`src/rtl/kb_pkg.sv`:
```
// rtl/kb_pkg.sv - shared scan-code, ASCII and FSM definitions for the keyboard path
package kb_pkg;

    // Set-2 make codes for the hex digits
    localparam logic [7:0] SC_0 = 8'h45;
    localparam logic [7:0] SC_1 = 8'h16;
    localparam logic [7:0] SC_2 = 8'h1E;
    localparam logic [7:0] SC_3 = 8'h26;
    localparam logic [7:0] SC_4 = 8'h25;
    localparam logic [7:0] SC_5 = 8'h2E;
    localparam logic [7:0] SC_6 = 8'h36;
    localparam logic [7:0] SC_7 = 8'h3D;
    localparam logic [7:0] SC_8 = 8'h3E;
    localparam logic [7:0] SC_9 = 8'h46;
    localparam logic [7:0] SC_A = 8'h1C;
    localparam logic [7:0] SC_B = 8'h32;
    localparam logic [7:0] SC_C = 8'h21;
    localparam logic [7:0] SC_D = 8'h23;
    localparam logic [7:0] SC_E = 8'h24;
    localparam logic [7:0] SC_F = 8'h2B;

    // Control keys and the break prefix the upstream extractor strips
    localparam logic [7:0] SC_ENTER = 8'h5A;
    localparam logic [7:0] SC_BKSP  = 8'h66;
    localparam logic [7:0] SC_ESC   = 8'h76;
    localparam logic [7:0] SC_BRK   = 8'hF0;

    // ASCII bases and control characters
    localparam logic [7:0] ASCII_0   = 8'h30;
    localparam logic [7:0] ASCII_A   = 8'h41;
    localparam logic [7:0] ASCII_CR  = 8'h0D;
    localparam logic [7:0] ASCII_BS  = 8'h08;
    localparam logic [7:0] ASCII_ESC = 8'h1B;

    typedef enum logic [1:0] {
        ST_IDLE    = 2'd0,
        ST_ACK     = 2'd1,
        ST_RELEASE = 2'd2
    } kb_state_t;

endpackage

```
`src/rtl/key_ascii_queue_if.sv`:
```
// rtl/key_ascii_queue_if.sv - producer handshake and consumer FIFO port bundle
interface key_ascii_queue_if #(
    parameter int W = 2
);
    logic [7:0] key_code;
    logic       listo;
    logic       var_ack;
    logic       rd;
    logic [7:0] dout;
    logic       empty;
    logic       full;
    logic [W:0] count;
    logic       unk_tick;
    logic       ovf_tick;

    modport master (
        output key_code, listo, rd,
        input  var_ack, dout, empty, full, count, unk_tick, ovf_tick
    );

    modport slave (
        input  key_code, listo, rd,
        output var_ack, dout, empty, full, count, unk_tick, ovf_tick
    );
endinterface

```
`src/rtl/key_fifo.sv`:
```
// rtl/key_fifo.sv - small byte FIFO with registered head output
module key_fifo #(
    parameter int W = 2
) (
    input  logic       clk,
    input  logic       reset,
    input  logic       push,
    input  logic       pop,
    input  logic [7:0] din,
    output logic [7:0] dout,
    output logic       empty,
    output logic       full,
    output logic [W:0] count
);
    localparam int         DEPTH     = 1 << W;
    localparam logic [W:0] DEPTH_CNT = (W + 1)'(DEPTH);

    logic [7:0]   mem [DEPTH];
    logic [W-1:0] wr_ptr;
    logic [W-1:0] rd_ptr;
    logic [W-1:0] rd_nxt;
    logic         do_push;
    logic         do_pop;

    assign empty   = (count == '0);
    assign full    = (count == DEPTH_CNT);
    assign do_pop  = pop && !empty;
    // A full FIFO still accepts a push when the head leaves in the same cycle
    assign do_push = push && (!full || do_pop);
    assign rd_nxt  = rd_ptr + W'(1);

    // Storage array: contents are don't-care until written
    always_ff @(posedge clk) begin
        if (do_push) begin
            mem[wr_ptr] <= din;
        end
    end

    // Pointers, occupancy and the registered head byte
    always_ff @(posedge clk or negedge reset) begin
        if (!reset) begin
            wr_ptr <= '0;
            rd_ptr <= '0;
            count  <= '0;
            dout   <= '0;
        end else begin
            if (do_push) wr_ptr <= wr_ptr + W'(1);
            if (do_pop)  rd_ptr <= rd_nxt;
            case ({do_push, do_pop})
                2'b10:   count <= count + (W + 1)'(1);
                2'b01:   count <= count - (W + 1)'(1);
                default: count <= count;
            endcase
            // Head moves to the next stored entry, or to the incoming byte
            // when that byte becomes the only entry
            if (do_pop) begin
                if (count > (W + 1)'(1)) begin
                    dout <= mem[rd_nxt];
                end else if (do_push) begin
                    dout <= din;
                end
            end else if (do_push && empty) begin
                dout <= din;
            end
        end
    end
endmodule

```
`src/rtl/key_ascii_queue.sv`:
```
// rtl/key_ascii_queue.sv - scan-code capture, ASCII translation and queueing
module key_ascii_queue
    import kb_pkg::*;
#(
    parameter int W = 2
) (
    input  logic              clk,
    input  logic              reset,
    key_ascii_queue_if.slave  bus
);
    kb_state_t  state;
    kb_state_t  state_nxt;
    logic [7:0] code_reg;
    logic [7:0] ascii;
    logic       mapped;
    logic       ack;
    logic       push;
    logic       unk;
    logic       ovf;

    // State register; the code is latched on the IDLE->ACK transition
    always_ff @(posedge clk or negedge reset) begin
        if (!reset) begin
            state    <= ST_IDLE;
            code_reg <= '0;
        end else begin
            state <= state_nxt;
            if (state == ST_IDLE && bus.listo) begin
                code_reg <= bus.key_code;
            end
        end
    end

    // Next state: RELEASE waits for listo to drop so one code is taken once
    always_comb begin
        state_nxt = state;
        case (state)
            ST_IDLE:    if (bus.listo) state_nxt = ST_ACK;
            ST_ACK:     state_nxt = ST_RELEASE;
            ST_RELEASE: if (!bus.listo) state_nxt = ST_IDLE;
            default:    state_nxt = ST_IDLE;
        endcase
    end

    // Scan code to ASCII; anything not listed is unmapped
    always_comb begin
        mapped = 1'b1;
        ascii  = '0;
        case (code_reg)
            SC_0:     ascii = ASCII_0;
            SC_1:     ascii = ASCII_0 + 8'd1;
            SC_2:     ascii = ASCII_0 + 8'd2;
            SC_3:     ascii = ASCII_0 + 8'd3;
            SC_4:     ascii = ASCII_0 + 8'd4;
            SC_5:     ascii = ASCII_0 + 8'd5;
            SC_6:     ascii = ASCII_0 + 8'd6;
            SC_7:     ascii = ASCII_0 + 8'd7;
            SC_8:     ascii = ASCII_0 + 8'd8;
            SC_9:     ascii = ASCII_0 + 8'd9;
            SC_A:     ascii = ASCII_A;
            SC_B:     ascii = ASCII_A + 8'd1;
            SC_C:     ascii = ASCII_A + 8'd2;
            SC_D:     ascii = ASCII_A + 8'd3;
            SC_E:     ascii = ASCII_A + 8'd4;
            SC_F:     ascii = ASCII_A + 8'd5;
            SC_ENTER: ascii = ASCII_CR;
            SC_BKSP:  ascii = ASCII_BS;
            SC_ESC:   ascii = ASCII_ESC;
            default:  mapped = 1'b0;
        endcase
    end

    // Outputs: acknowledge always, push/drop/discard decided in ACK
    always_comb begin
        ack  = (state == ST_ACK);
        push = ack && mapped && (!bus.full || bus.rd);
        unk  = ack && !mapped;
        ovf  = ack && mapped && bus.full && !bus.rd;
    end

    assign bus.var_ack  = ack;
    assign bus.unk_tick = unk;
    assign bus.ovf_tick = ovf;

    key_fifo #(.W(W)) u_fifo (
        .clk   (clk),
        .reset (reset),
        .push  (push),
        .pop   (bus.rd),
        .din   (ascii),
        .dout  (bus.dout),
        .empty (bus.empty),
        .full  (bus.full),
        .count (bus.count)
    );
endmodule

```
`src/flat_wrapper.sv`:
```
// flat-port wrapper written by rule: the top's interface ports become plain ports
module key_ascii_queue_flat import kb_pkg::*;
#(
    parameter int W = 2
)
  (clk, reset, bus_key_code, bus_listo, bus_rd, bus_var_ack, bus_dout, bus_empty, bus_full, bus_count, bus_unk_tick, bus_ovf_tick);
  key_ascii_queue_if #(.W(W)) bus_i ();
  input  logic clk;
  input  logic reset;
  input wire logic [$bits(bus_i.key_code)-1:0] bus_key_code;
  input wire logic [$bits(bus_i.listo)-1:0] bus_listo;
  input wire logic [$bits(bus_i.rd)-1:0] bus_rd;
  output wire logic [$bits(bus_i.var_ack)-1:0] bus_var_ack;
  output wire logic [$bits(bus_i.dout)-1:0] bus_dout;
  output wire logic [$bits(bus_i.empty)-1:0] bus_empty;
  output wire logic [$bits(bus_i.full)-1:0] bus_full;
  output wire logic [$bits(bus_i.count)-1:0] bus_count;
  output wire logic [$bits(bus_i.unk_tick)-1:0] bus_unk_tick;
  output wire logic [$bits(bus_i.ovf_tick)-1:0] bus_ovf_tick;
  assign bus_i.key_code = bus_key_code;
  assign bus_i.listo = bus_listo;
  assign bus_i.rd = bus_rd;
  assign bus_var_ack = bus_i.var_ack;
  assign bus_dout = bus_i.dout;
  assign bus_empty = bus_i.empty;
  assign bus_full = bus_i.full;
  assign bus_count = bus_i.count;
  assign bus_unk_tick = bus_i.unk_tick;
  assign bus_ovf_tick = bus_i.ovf_tick;
  key_ascii_queue #(.W(W)) u_core (.clk(clk), .reset(reset), .bus(bus_i));
endmodule
```
`config.mk`:
```
export PLATFORM = sky130hd
export DESIGN_NAME = key_ascii_queue_flat
export DESIGN_NICKNAME = d
export VERILOG_FILES = /design/src/rtl/kb_pkg.sv /design/src/rtl/key_ascii_queue_if.sv /design/src/rtl/key_fifo.sv /design/src/rtl/key_ascii_queue.sv /design/src/flat_wrapper.sv
export SDC_FILE = /design/constraint.sdc
export NUM_CORES = 1
export LEC_CHECK = 0
export BUFFER_PORTS_ARGS = -buffer_cell sky130_fd_sc_hd__buf_2
export CAP_MARGIN = 20
export CORE_MARGIN = 4
export CORE_UTILIZATION = 50
export DETAILED_ROUTE_END_ITERATION = 10
export PLACE_DENSITY = 0.76
export SLEW_MARGIN = 20
export SYNTH_ARGS = -nofsm -noshare
export SYNTH_HDL_FRONTEND = slang
export SYNTH_SLANG_ARGS = --single-unit
```
`constraint.sdc`:
```
create_clock -name clk -period 3.5 [get_ports clk]
set_clock_uncertainty 0.1 [all_clocks]
set_input_delay 0.525 -clock clk [delete_from_list [all_inputs] [get_ports clk]]
set_output_delay 0.525 -clock clk [all_outputs]
set_load 0.01 [all_outputs]
```
==> key figures, run 1 <==
Run status
  – Status: finished, final reports clean

Setup path
  – Crit Path Max Fanout: 16
  – WP data required: 3590 ps
  – CP Buf/Inv Count: 2
  – Max incr delay on CP: 560 ps
  – Critical Path Sink Type: flop
  – Startpoint types: flop
  – Most frequent CP cell: nor2_1
  – Critical Path Slowest Stage Cell: dfrtp_1
  – Critical path, cell by cell: or3b_1, a2111oi_2, a211oi_2, nand3b_4, and3_1, inv_2, ha_1, nand2_1, nor2_1, nor2_1, a41oi_4, buf_12, mux2_4
  – Arrival @ worst endpoint: 3390 ps
  – Worst setup path class: flop to flop
  – Crit path max-delay family: simple AND/OR/NAND/NOR gates

Timing
  – Slew Viols, Final: 0
  – Final TNS setup: 0 ps
  – Final setup viols: 0
  – Hold WS: 105 ps
  – Max Fclk: 0.303 GHz
  – Final Hold Fails: 0
  – Max-slew headroom: 0.615
  – Worst-margin pin slew: 577 ps
  – RSZ-0062 raised after global routing: false
  – Final period util: 0.941
  – Fin crit period: 3290 ps

Power and ir drop
  – Pwr Total: 0.00268 W
  – Max IR drop VDD: 0.450 mV
  – Pleak: 1.33 nW
  – Clock power share: 0.154
  – Pwr Density: 830 nW/um2
  – Reg power frac: 0.400
  – Combinational power share: 0.445
  – Switching power: 0.00101 W
  – Internal power: 0.00167 W
  – Sw Share: 0.378

Global route
  – Largest net degree at the start of global routing: 25
  – Initial antenna violation count: 0
  – Grt ovf: 0
  – Number of global-route vias before repair: 1864
  – First-pass GRT wire length: 9280 um
  – Gr usage total: 0.162

Routing
  – Drt via density: 5.57
  – Avg WL per Cell: 16.5 um
  – Routed via count: 1837
  – DRC Markers: 0
  – Antenna viol nets, final: 0
  – TritonRoute pass-1 iters: 4
  – Routed WL: 5440 um
  – Initial DRC Count: 87

Final layout
  – FF+latch area: 1440 um2
  – Area Growth Syn to Fin: 10.4%
  – Fin area: 3230 um2
  – Nets: 278
  – Multi-input gate area: 1330 um2
  – Largest register FFs: 28
  – Number of fill cells: 438
  – Post-route non-filler standard cell count: 330
  – Share of layout cells above drive strength 1: 0.298
  – Diodes inserted: 0

Floorplan
  – # rows: 27
  – Die width: 84.5 um
  – Die footprint: 7130 um2
  – Core Area: 5570 um2
  – DIE HEIGHT: 84.5 um
  – I/O pins: 28
  – Starting Density: 0.524

Synth
  – Seq/Total Area, Yosys: 0.493
  – Async SR Flop Fraction: 0.462
  – Yosys reg bits: 52
  – Library cells used by synthesis: 59
  – Mapped cell area: 2920 um2
  – Syn Nets: 252
  – EDFF count, synth: 28
  – Ys flop type: edfxtp_1
  – Syn Inst Count: 231
  – Yosys warning count: 0
  – Syn_area_per_cell: 12.7 um2

Clock tree
  – Max H-tree Level: 2
  – Clock tree from TritonCTS: yes
  – Worst skew pair latency: 300 ps
  – Worst-path clk slew: 90 ps
  – Clock root buffer: clkbuf_8
  – # hold bufs at CTS: 0
  – Clock tree sinks: 52
  – Inserted Clock Buffers: 5
  – Max Root-Sink Buffers: 2

Place
  – Post-Place Cells: 321
  – Detailed placer's ending HPWL: 3990 um
  – Number of port buffers: 26
  – RePlAce Congestion: 0.884
  – DP Area: 3090 um2

Flow run
  – Max-cap violations: 0

Min path
  – Worst hold path class: input port to async pin
## final cells by class
type                            instances  area share
Sequential cell                        52       0.447
Inverter                               11      0.0128
Clock inverter                          2      0.0120
Clock buffer                            6      0.0225
Tap cell                               72      0.0279
Timing Repair Buffer                   35      0.0652
Multi-Input combinational cell        152       0.412
## placed cells by master (no fill, tap or decap), drive strengths merged, types with 3 or more instances in the layout
| cell | n |
|---|---|
| nand2 | 12 |
| nand3b | 5 |
| mux2 | 19 |
| clkbuf | 6 |
| a211oi | 3 |
| ha | 9 |
| inv | 12 |
| edfxtp | 28 |
| dfrtp | 24 |
| nand2b | 9 |
| xnor2 | 6 |
| nor2 | 12 |
| o21ai | 9 |
| a31oi | 3 |
| nor2b | 3 |
| nor3b | 8 |
| a21oi | 4 |
| mux4 | 7 |
| buf | 35 |
| and2 | 5 |
## synthesized netlist by cell type, drive strengths merged, types with 2 or more instances
cell type,number,area [um2]
o211ai,2,15.0
a31oi,3,18.8
mux2i,2,20.0
mux2,19,244
a211oi,3,27.5
nand3b,5,50.1
nor3,2,10.0
nand4,2,12.5
buf,13,98.8
xnor2,6,52.6
nand2b,9,56.3
ha,9,113
a21oi,4,20.0
nor2b,3,18.8
and4b,2,20.0
clkbuf,3,11.3
inv,11,41.3
nor2,12,45.0
nor4b,2,17.5
and3,2,12.5
mux4,7,158
and2,5,31.3
nor3b,8,65.1
nand3,2,10.0
o21ai,9,45.0
or3b,2,20.0
nand2,12,45.0
dfrtp,24,601
xor2,2,25.0
edfxtp,28,841
## worst paths after layout
kind                                              startpoint  slack [ps]  cells after the start                           endpoint
max in group asynchronous                              reset        2770                      1     u_core.code_reg[5]$_DFFE_PN0P_
min in group clk                             bus_key_code[6]         330                      3     u_core.code_reg[6]$_DFFE_PN0P_
max reg2reg                   u_core.code_reg[4]$_DFFE_PN0P_         210                     13  u_core.u_fifo.dout[1]$_DFFE_PN0P_
min reg2reg                u_core.u_fifo.dout[0]$_DFFE_PN0P_         420                      1  u_core.u_fifo.dout[0]$_DFFE_PN0P_
min                                                    reset         110                      1  u_core.u_fifo.dout[1]$_DFFE_PN0P_
max                           u_core.code_reg[4]$_DFFE_PN0P_         210                     13  u_core.u_fifo.dout[1]$_DFFE_PN0P_
## metal layers
| layer | vias to the layer above | track usage | wire (um) |
|---|---|---|---|
| li1 | 891 | - | - |
| met5 | - | 0 | 0 |
| met3 | 5 | 0.0314 | 215 |
| met4 | 0 | 0.0432 | 51 |
| met1 | 906 | 0.220 | 2460 |
| met2 | 35 | 0.268 | 2720 |
## per-stage QoR
| step | util | setup WS (ps) |
|---|---|---|
| after floorplan | - | 506 |
| after global placement | 0.555 | 285 |
| after detailed placement | 0.555 | 166 |
| after CTS | 0.575 | 164 |
| after global routing | 0.579 | 42.8 |
| final | 0.579 | 205 |
## cells by family (layout without fill, tap and decap cells)
family                   Yosys count  in the layout  synth area share
adder cells (fa/ha/maj)            9              9            0.0385
XOR/XNOR                           8              8            0.0265
flip-flops                        52             52             0.493
AO/OA/AOI/OAI                     30             30            0.0779
other                              1              1           0.00128
multiplexers                      28             28             0.144
buffers and inverters             27             54            0.0518
AND/OR/NAND/NOR                   76             76             0.167
## power groups by stage
stage / combinational, W / clock, W / sequential (W)
5_1_grt: 0.00131 / 0.000450 / 0.00111
4_1_cts: 0.00118 / 0.000419 / 0.00107
2_1_floorplan: 0.00106 / 0 / 0.000935
6_report: 0.00119 / 0.000413 / 0.00107
3_3_place_gp: 0.00115 / 0 / 0.00108
3_5_place_dp: 0.00117 / 0 / 0.00109
## what timing repair did
item / CTS / global route
setup endpoints to repair: 0 / 7
buffers inserted: 0 / 1
resized for setup: 0 / 1
Note: power is estimated with default switching activity, not from simulation.
==> run 2: changes to the inputs <==
--- a/config.mk
+++ b/config.mk
@@ -7,10 +7,11 @@
 export LEC_CHECK = 0
 export BUFFER_PORTS_ARGS = -buffer_cell sky130_fd_sc_hd__buf_2
 export CAP_MARGIN = 20
+export CORE_ASPECT_RATIO = 0.7
 export CORE_MARGIN = 4
 export CORE_UTILIZATION = 50
 export DETAILED_ROUTE_END_ITERATION = 10
-export PLACE_DENSITY = 0.76
+export PLACE_DENSITY = 0.8
 export SLEW_MARGIN = 20
 export SYNTH_ARGS = -nofsm -noshare
 export SYNTH_HDL_FRONTEND = slang
==> key figures, run 2 (synthesis gave the netlist of run 1 again) <==
Routing
  – Initial DRC Count: 240 (+180%)
  – DRC Markers: 0 (unchanged)
  – TritonRoute pass-1 iters: 4 (unchanged)
  – Routed via count: 1876 (+2.1%)
  – Routed WL: 5740 um (+5.6%)
  – Avg WL per Cell: 17.4 um (+5.2%)
  – Drt via density: 5.67 (+1.8%)
  – Antenna viol nets, final: 0 (unchanged)

Floorplan
  – Starting Density: 0.536 (+0.0119)
  – Die footprint: 7150 um2 (+0.28%)
  – # rows: 22 (-19%)
  – Die width: 99.4 um (+18%)
  – Core Area: 5450 um2 (-2.2%)
  – DIE HEIGHT: 72.0 um (-15%)
  – I/O pins: 28 (unchanged)

Timing
  – Fin worst setup slack: 282 ps (+76.9 ps)
  – Hold WS: 93.1 ps (-12.1 ps)
  – Final TNS setup: 0 ps (unchanged)
  – Max Fclk: 0.311 GHz (+2.4%)
  – RSZ-0062 raised after global routing: false
  – Final setup viols: 0 (unchanged)
  – Max-slew headroom: 0.609 (-0.00617)
  – Worst-margin pin slew: 586 ps (+9.25 ps)
  – Final Hold Fails: 0 (unchanged)
  – Fin crit period: 3220 ps (-76.9 ps)
  – Slew Viols, Final: 0 (unchanged)
  – Final period util: 0.919 (-0.0220)

Setup path
  – Worst-case reg-to-reg path depth: 12 (-1)
  – Most frequent CP cell: nor2_1
  – Critical Path Slowest Stage Cell: dfrtp_1
  – Critical path, cell by cell: nor3b_1, nor4_1, o22a_1, nand3b_4, and3_1, inv_2, ha_1, nand2_1, nor2_1, nor2_1, a41oi_4, mux2_4
  – Internal reg-to-reg setup slack: 280 ps (+80 ps)
  – WP data required: 3610 ps (+20 ps)
  – Setup crit start: u_core.code_reg[3]$_DFFE_PN0P_
  – FF-to-FF End: u_core.u_fifo.dout[6]$_DFFE_PN0P_
  – Startpoint types: flop
  – Arrival @ worst endpoint: 3330 ps (-60 ps)
  – Max incr delay on CP: 650 ps (+90 ps)
  – Critical Path Sink Type: flop
  – Crit Path Max Fanout: 16 (unchanged)
  – Worst setup path class: flop to flop
  – Reg-to-reg startpoint: u_core.code_reg[3]$_DFFE_PN0P_

Clock tree
  – Worst-path clk slew: 100 ps (about the same)
  – Clock tree sinks: 52 (unchanged)
  – Max Root-Sink Buffers: 2 (unchanged)
  – Worst skew pair latency: 320 ps (+20 ps)
  – Max H-tree Level: 2 (unchanged)
  – Clock tree from TritonCTS: yes
  – Clock root buffer: clkbuf_8
  – # Post-CTS Setup Buffers: 0 (unchanged)
  – Inserted Clock Buffers: 5 (unchanged)
  – Post-CTS resize count: 0 (unchanged)
  – # hold bufs at CTS: 0 (unchanged)

Final layout
  – Diodes inserted: 0 (unchanged)
  – Commonest non-fill, non-tap cell in the layout: edfxtp_1
  – Nets: 279 (+0.36%)
  – Share of layout cells above drive strength 1: 0.301 (+0.00271)
  – Area Growth Syn to Fin: 9.59%
  – Largest register FFs: 28 (unchanged)
  – Most frequent cells in the layout: edfxtp_1, buf_2, dfrtp_1, nor2_1, nand2_1
  – Number of fill cells: 456 (+4.1%)

Place
  – Detailed placer's ending HPWL: 4260 um (+6.7%)
  – RePlAce Congestion: 0.911 (+3.0%)
  – Number of port buffers: 26 (unchanged)
  – Place WS: 331 ps (+166 ps)

Min path
  – Worst hold path class: input port to async pin

Power and ir drop
  – Pwr Density: 825 nW/um2 (-0.54%)
  – Max IR drop VDD: 0.364 mV (-19%)
  – Pleak: 1.32 nW (-0.44%)

Global route
  – Number of global-route vias before repair: 1771 (-5.0%)
  – Gr usage total: 0.170 (+0.00803)
  – Largest net degree at the start of global routing: 25 (unchanged)
  – First-pass GRT wire length: 9230 um (-0.52%)
  – Grt ovf: 0 (unchanged)
  – Initial antenna violation count: 0 (unchanged)

Run status
  – Status: finished, final reports clean

Flow run
  – Max-cap violations: 0 (unchanged)
-- run 2: cell types whose count changed in the layout (fill, tap and decap cells not counted) --
cell       previous run  this run
clkbuf_1              1         0
buf_12                1         0
dfrtp_1              23        24
clkinv_4              0         1
bufinv_16             1         0
dfrtp_2               1         0
inv_6                 1         2
buf_4                 8        10
-- run 2: metal layers --
metal,share of wire,GRT usage,wire (um)
met5,0,0,0
met2,0.46,0.257,2660
met1,0.47,0.243,2720
met4,0.017,0.0591,95
met3,0.046,0.0384,264
-- run 2: layout make-up --
class	instances	area (um2)	share of cell area
clock inverters	3	26.3	0.00820
well taps	72	90.1	0.0281
repair buffers	36	205	0.0641
inverters	11	41.3	0.0129
clock buffers	5	68.8	0.0215
flip-flops and latches	52	1440	0.450
multi-input cells	152	1330	0.415
-- run 2: critical path, delay by kind of cell (launching register included) --
family          cells  cell delay (ps)
simple gates        7             1050
buf+inv             1               50
compound gates      2              720
fa+ha+maj           1              210
mux                 1              340
flops               1              650
-- run 2: report_power, final --
group / internal, W / switching [W]
logic: 0.000628 / 0.000579
registers: 0.000815 / 0.000256
clock network: 0.000147 / 0.000217
total: 0.00159 / 0.00105
-- run 2: how the worst max path moves through the flow --
stage                                         to  slack (ps)  depth (start not counted)
6_report       u_core.u_fifo.dout[6]$_DFFE_PN0P_         280                         12
5_1_grt        u_core.u_fifo.dout[6]$_DFFE_PN0P_          90                         12
4_1_cts        u_core.u_fifo.dout[6]$_DFFE_PN0P_         300                         12
3_5_place_dp   u_core.u_fifo.dout[5]$_DFFE_PN0P_         330                         12
3_3_place_gp   u_core.u_fifo.dout[3]$_DFFE_PN0P_         390                         12
2_1_floorplan  u_core.u_fifo.dout[6]$_DFFE_PN0P_         510                         14
-- run 2: per-stage QoR --
step / instances / power, W / utilization / instance area (um2)
floorplan: 231 / 0.00200 / - / 2920
global placement: 323 / 0.00226 / 0.570 / 3110
detailed placement: 323 / 0.00228 / 0.570 / 3110
CTS: 331 / 0.00265 / 0.588 / 3200
global route: 331 / 0.00283 / 0.588 / 3200
finish: 331 / 0.00264 / 0.588 / 3200
==> run 3: changes to the inputs <==
--- a/config.mk
+++ b/config.mk
@@ -5,13 +5,13 @@
 export SDC_FILE = /design/constraint.sdc
 export NUM_CORES = 1
 export LEC_CHECK = 0
-export BUFFER_PORTS_ARGS = -buffer_cell sky130_fd_sc_hd__buf_2
 export CAP_MARGIN = 20
 export CORE_ASPECT_RATIO = 0.7
 export CORE_MARGIN = 4
 export CORE_UTILIZATION = 50
 export DETAILED_ROUTE_END_ITERATION = 10
-export PLACE_DENSITY = 0.8
+export DONT_BUFFER_PORTS = 1
+export PLACE_DENSITY = 0.76
 export SLEW_MARGIN = 20
 export SYNTH_ARGS = -nofsm -noshare
 export SYNTH_HDL_FRONTEND = slang
==> key figures, run 3 (synthesis gave the netlist of run 1 again) <==
Global route
  – Met1 GRT Util: 0.235 (-0.00790)
  – Initial antenna violation count: 0 (unchanged)
  – Met3 usage: 0.0394 (+0.000961)
  – Largest net degree at the start of global routing: 25 (unchanged)
  – Grt ovf: 0 (unchanged)
  – Gr usage total: 0.158 (-0.0118)
  – Met2 usage: 0.234 (-0.0223)
  – First-pass GRT wire length: 8840 um (-4.3%)
  – Busiest metal layer after global routing: met1
  – Number of global-route vias before repair: 1732 (-2.2%)

Place
  – Number of port buffers: 0 (-100%)
  – DP Area: 2970 um2 (-4.4%)
  – RePlAce Congestion: 0.854 (-6.3%)
  – Detailed placer's ending HPWL: 4040 um (-5.2%)
  – Place WS: 190 ps (-141 ps)

Routing
  – Antenna viol nets, final: 0 (unchanged)
  – Routed via count: 1772 (-5.5%)
  – TritonRoute pass-1 iters: 4 (unchanged)
  – Avg WL per Cell: 17.8 um (+2.7%)
  – Routed WL: 5470 um (-4.7%)
  – DRC Markers: 0 (unchanged)
  – Initial DRC Count: 143 (-40%)
  – Drt via density: 5.77 (+1.8%)

Setup path
  – Critical Path End: u_core.u_fifo.dout[1]$_DFFE_PN0P_
  – Reg-to-reg startpoint: u_core.code_reg[3]$_DFFE_PN0P_
  – Critical Path Sink Type: flop
  – Arrival @ worst endpoint: 3390 ps (+60 ps)
  – Startpoint types: flop
  – Worst-case reg-to-reg path depth: 13 (+1)
  – Setup crit start: u_core.code_reg[3]$_DFFE_PN0P_
  – FF-to-FF End: u_core.u_fifo.dout[1]$_DFFE_PN0P_
  – Internal reg-to-reg setup slack: 200 ps (-80 ps)
  – Worst setup path class: flop to flop
  – Crit Path Max Fanout: 14 (-2)
  – WP data required: 3590 ps (-20 ps)

Power and ir drop
  – Internal power: 0.00162 W (+2.1%)
  – Clock power share: 0.159 (+0.021)
  – Pleak: 1.23 nW (-6.9%)
  – Sw Share: 0.385 (-0.0134)
  – Combinational power share: 0.420 (-0.037)
  – Switching power: 0.00102 W (-3.5%)
  – Max IR drop VDD: 0.416 mV (+14%)
  – Pwr Total: 0.00264 W (-0.11%)
  – Reg power frac: 0.422 (+0.017)
  – Pwr Density: 842 nW/um2 (+2.0%)

Floorplan
  – Starting Density: 0.536 (unchanged)
  – Die width: 99.4 um (unchanged)
  – Die footprint: 7150 um2 (unchanged)
  – DIE HEIGHT: 72.0 um (unchanged)
  – I/O pins: 28 (unchanged)
  – # rows: 22 (unchanged)
  – Core Area: 5450 um2 (unchanged)

Min path
  – Worst hold path class: input port to flop

Final layout
  – Diodes inserted: 0 (unchanged)
  – Largest register FFs: 28 (unchanged)
  – Most frequent cells in the layout: edfxtp_1, dfrtp_1, nor2_1, nand2_1, inv_1
  – Commonest non-fill, non-tap cell in the layout: edfxtp_1
  – Number of fill cells: 435 (-4.6%)
  – Fin area: 3140 um2 (-2.1%)
  – Share of layout cells above drive strength 1: 0.230 (-0.0714)
  – Nets: 255 (-8.6%)
  – Area Growth Syn to Fin: 7.32%

Clock tree
  – Max Root-Sink Buffers: 2 (unchanged)
  – Clock root buffer: clkbuf_8
  – Worst-path clk slew: 100 ps (about the same)
  – Clock tree from TritonCTS: yes
  – Max H-tree Level: 2 (unchanged)
  – Worst skew pair latency: 300 ps (-20 ps)
  – Inserted Clock Buffers: 5 (unchanged)
  – Clock tree sinks: 52 (unchanged)

Timing
  – Final period util: 0.942 (+0.0226)
  – Fin crit period: 3300 ps (+79.1 ps)
  – Max Fclk: 0.303 GHz (-2.4%)
  – Final setup viols: 0 (unchanged)
  – RSZ-0062 raised after global routing: false
  – Hold WS: 237 ps (+144 ps)
  – Slew Viols, Final: 0 (unchanged)
  – Final TNS setup: 0 ps (unchanged)
  – Fin worst setup slack: 203 ps (-79.1 ps)
  – Final Hold Fails: 0 (unchanged)

Flow run
  – Max-cap violations: 0 (unchanged)

Run status
  – Status: finished, final reports clean
run 3: worst min-delay path by stage:
stage / start / to / slack (ps) / depth (start not counted)
after global routing: bus_key_code[6] / u_core.code_reg[6]$_DFFE_PN0P_ / 230 / 2
after global placement: reset / u_core.u_fifo.dout[1]$_DFFE_PN0P_ / 130 / 0
final: bus_key_code[6] / u_core.code_reg[6]$_DFFE_PN0P_ / 240 / 2
after floorplan: reset / u_core.code_reg[0]$_DFFE_PN0P_ / 130 / 0
after CTS: bus_key_code[4] / u_core.code_reg[4]$_DFFE_PN0P_ / 230 / 2
after detailed placement: reset / u_core.u_fifo.dout[1]$_DFFE_PN0P_ / 130 / 0
run 3: final cells by class:
type | instances | area (um2) | share of cell area
multi-input cells | 152 | 1330 | 0.424
well taps | 72 | 90.1 | 0.0287
clock buffers | 5 | 68.8 | 0.0219
inverters | 11 | 41.3 | 0.0132
clock inverters | 3 | 46.3 | 0.0148
flip-flops and latches | 52 | 1440 | 0.460
repair buffers | 12 | 118 | 0.0375
run 3: repair_timing:
item,CTS,global route
setup endpoints to repair,0,6
hold endpoints to repair,24,0
resized for setup,0,1
setup buffers,0,1
hold buffers,2,0
run 3: per-layer routing:
metal | wire (um) | part of all wire | up-vias
li1 | - | - | 851
met4 | 42 | 0.0077 | 0
met1 | 2560 | 0.47 | 850
met5 | 0 | 0 | -
met3 | 432 | 0.079 | 4
met2 | 2440 | 0.45 | 67
run 3: power by group through the flow:
stage	Combinational, W	Clock, W	Sequential [W]
after detailed placement	0.00108	0	0.00113
final	0.00111	0.000419	0.00111
after global routing	0.00121	0.000458	0.00115
after floorplan	0.00106	0	0.000935
after global placement	0.00105	0	0.00112
after CTS	0.00109	0.000431	0.00112
run 3: through the flow:
step                      cells   util
after floorplan             231      -
after global placement      296  0.545
after detailed placement    296  0.545
after CTS                   306  0.572
after global routing        307  0.576
final                       307  0.576
run 3: critical path: stages, from the launching register on:
cell and delay [ps]:
dfrtp_1 550, or3b_1 460, a2111oi_2 420, a211oi_2 140, nand3b_4 130, and3_1 210
inv_2 40, ha_1 240, nand2_1 140, nor2_1 60, nor2_1 180, a41oi_4 60
buf_12 180, mux2_4 290
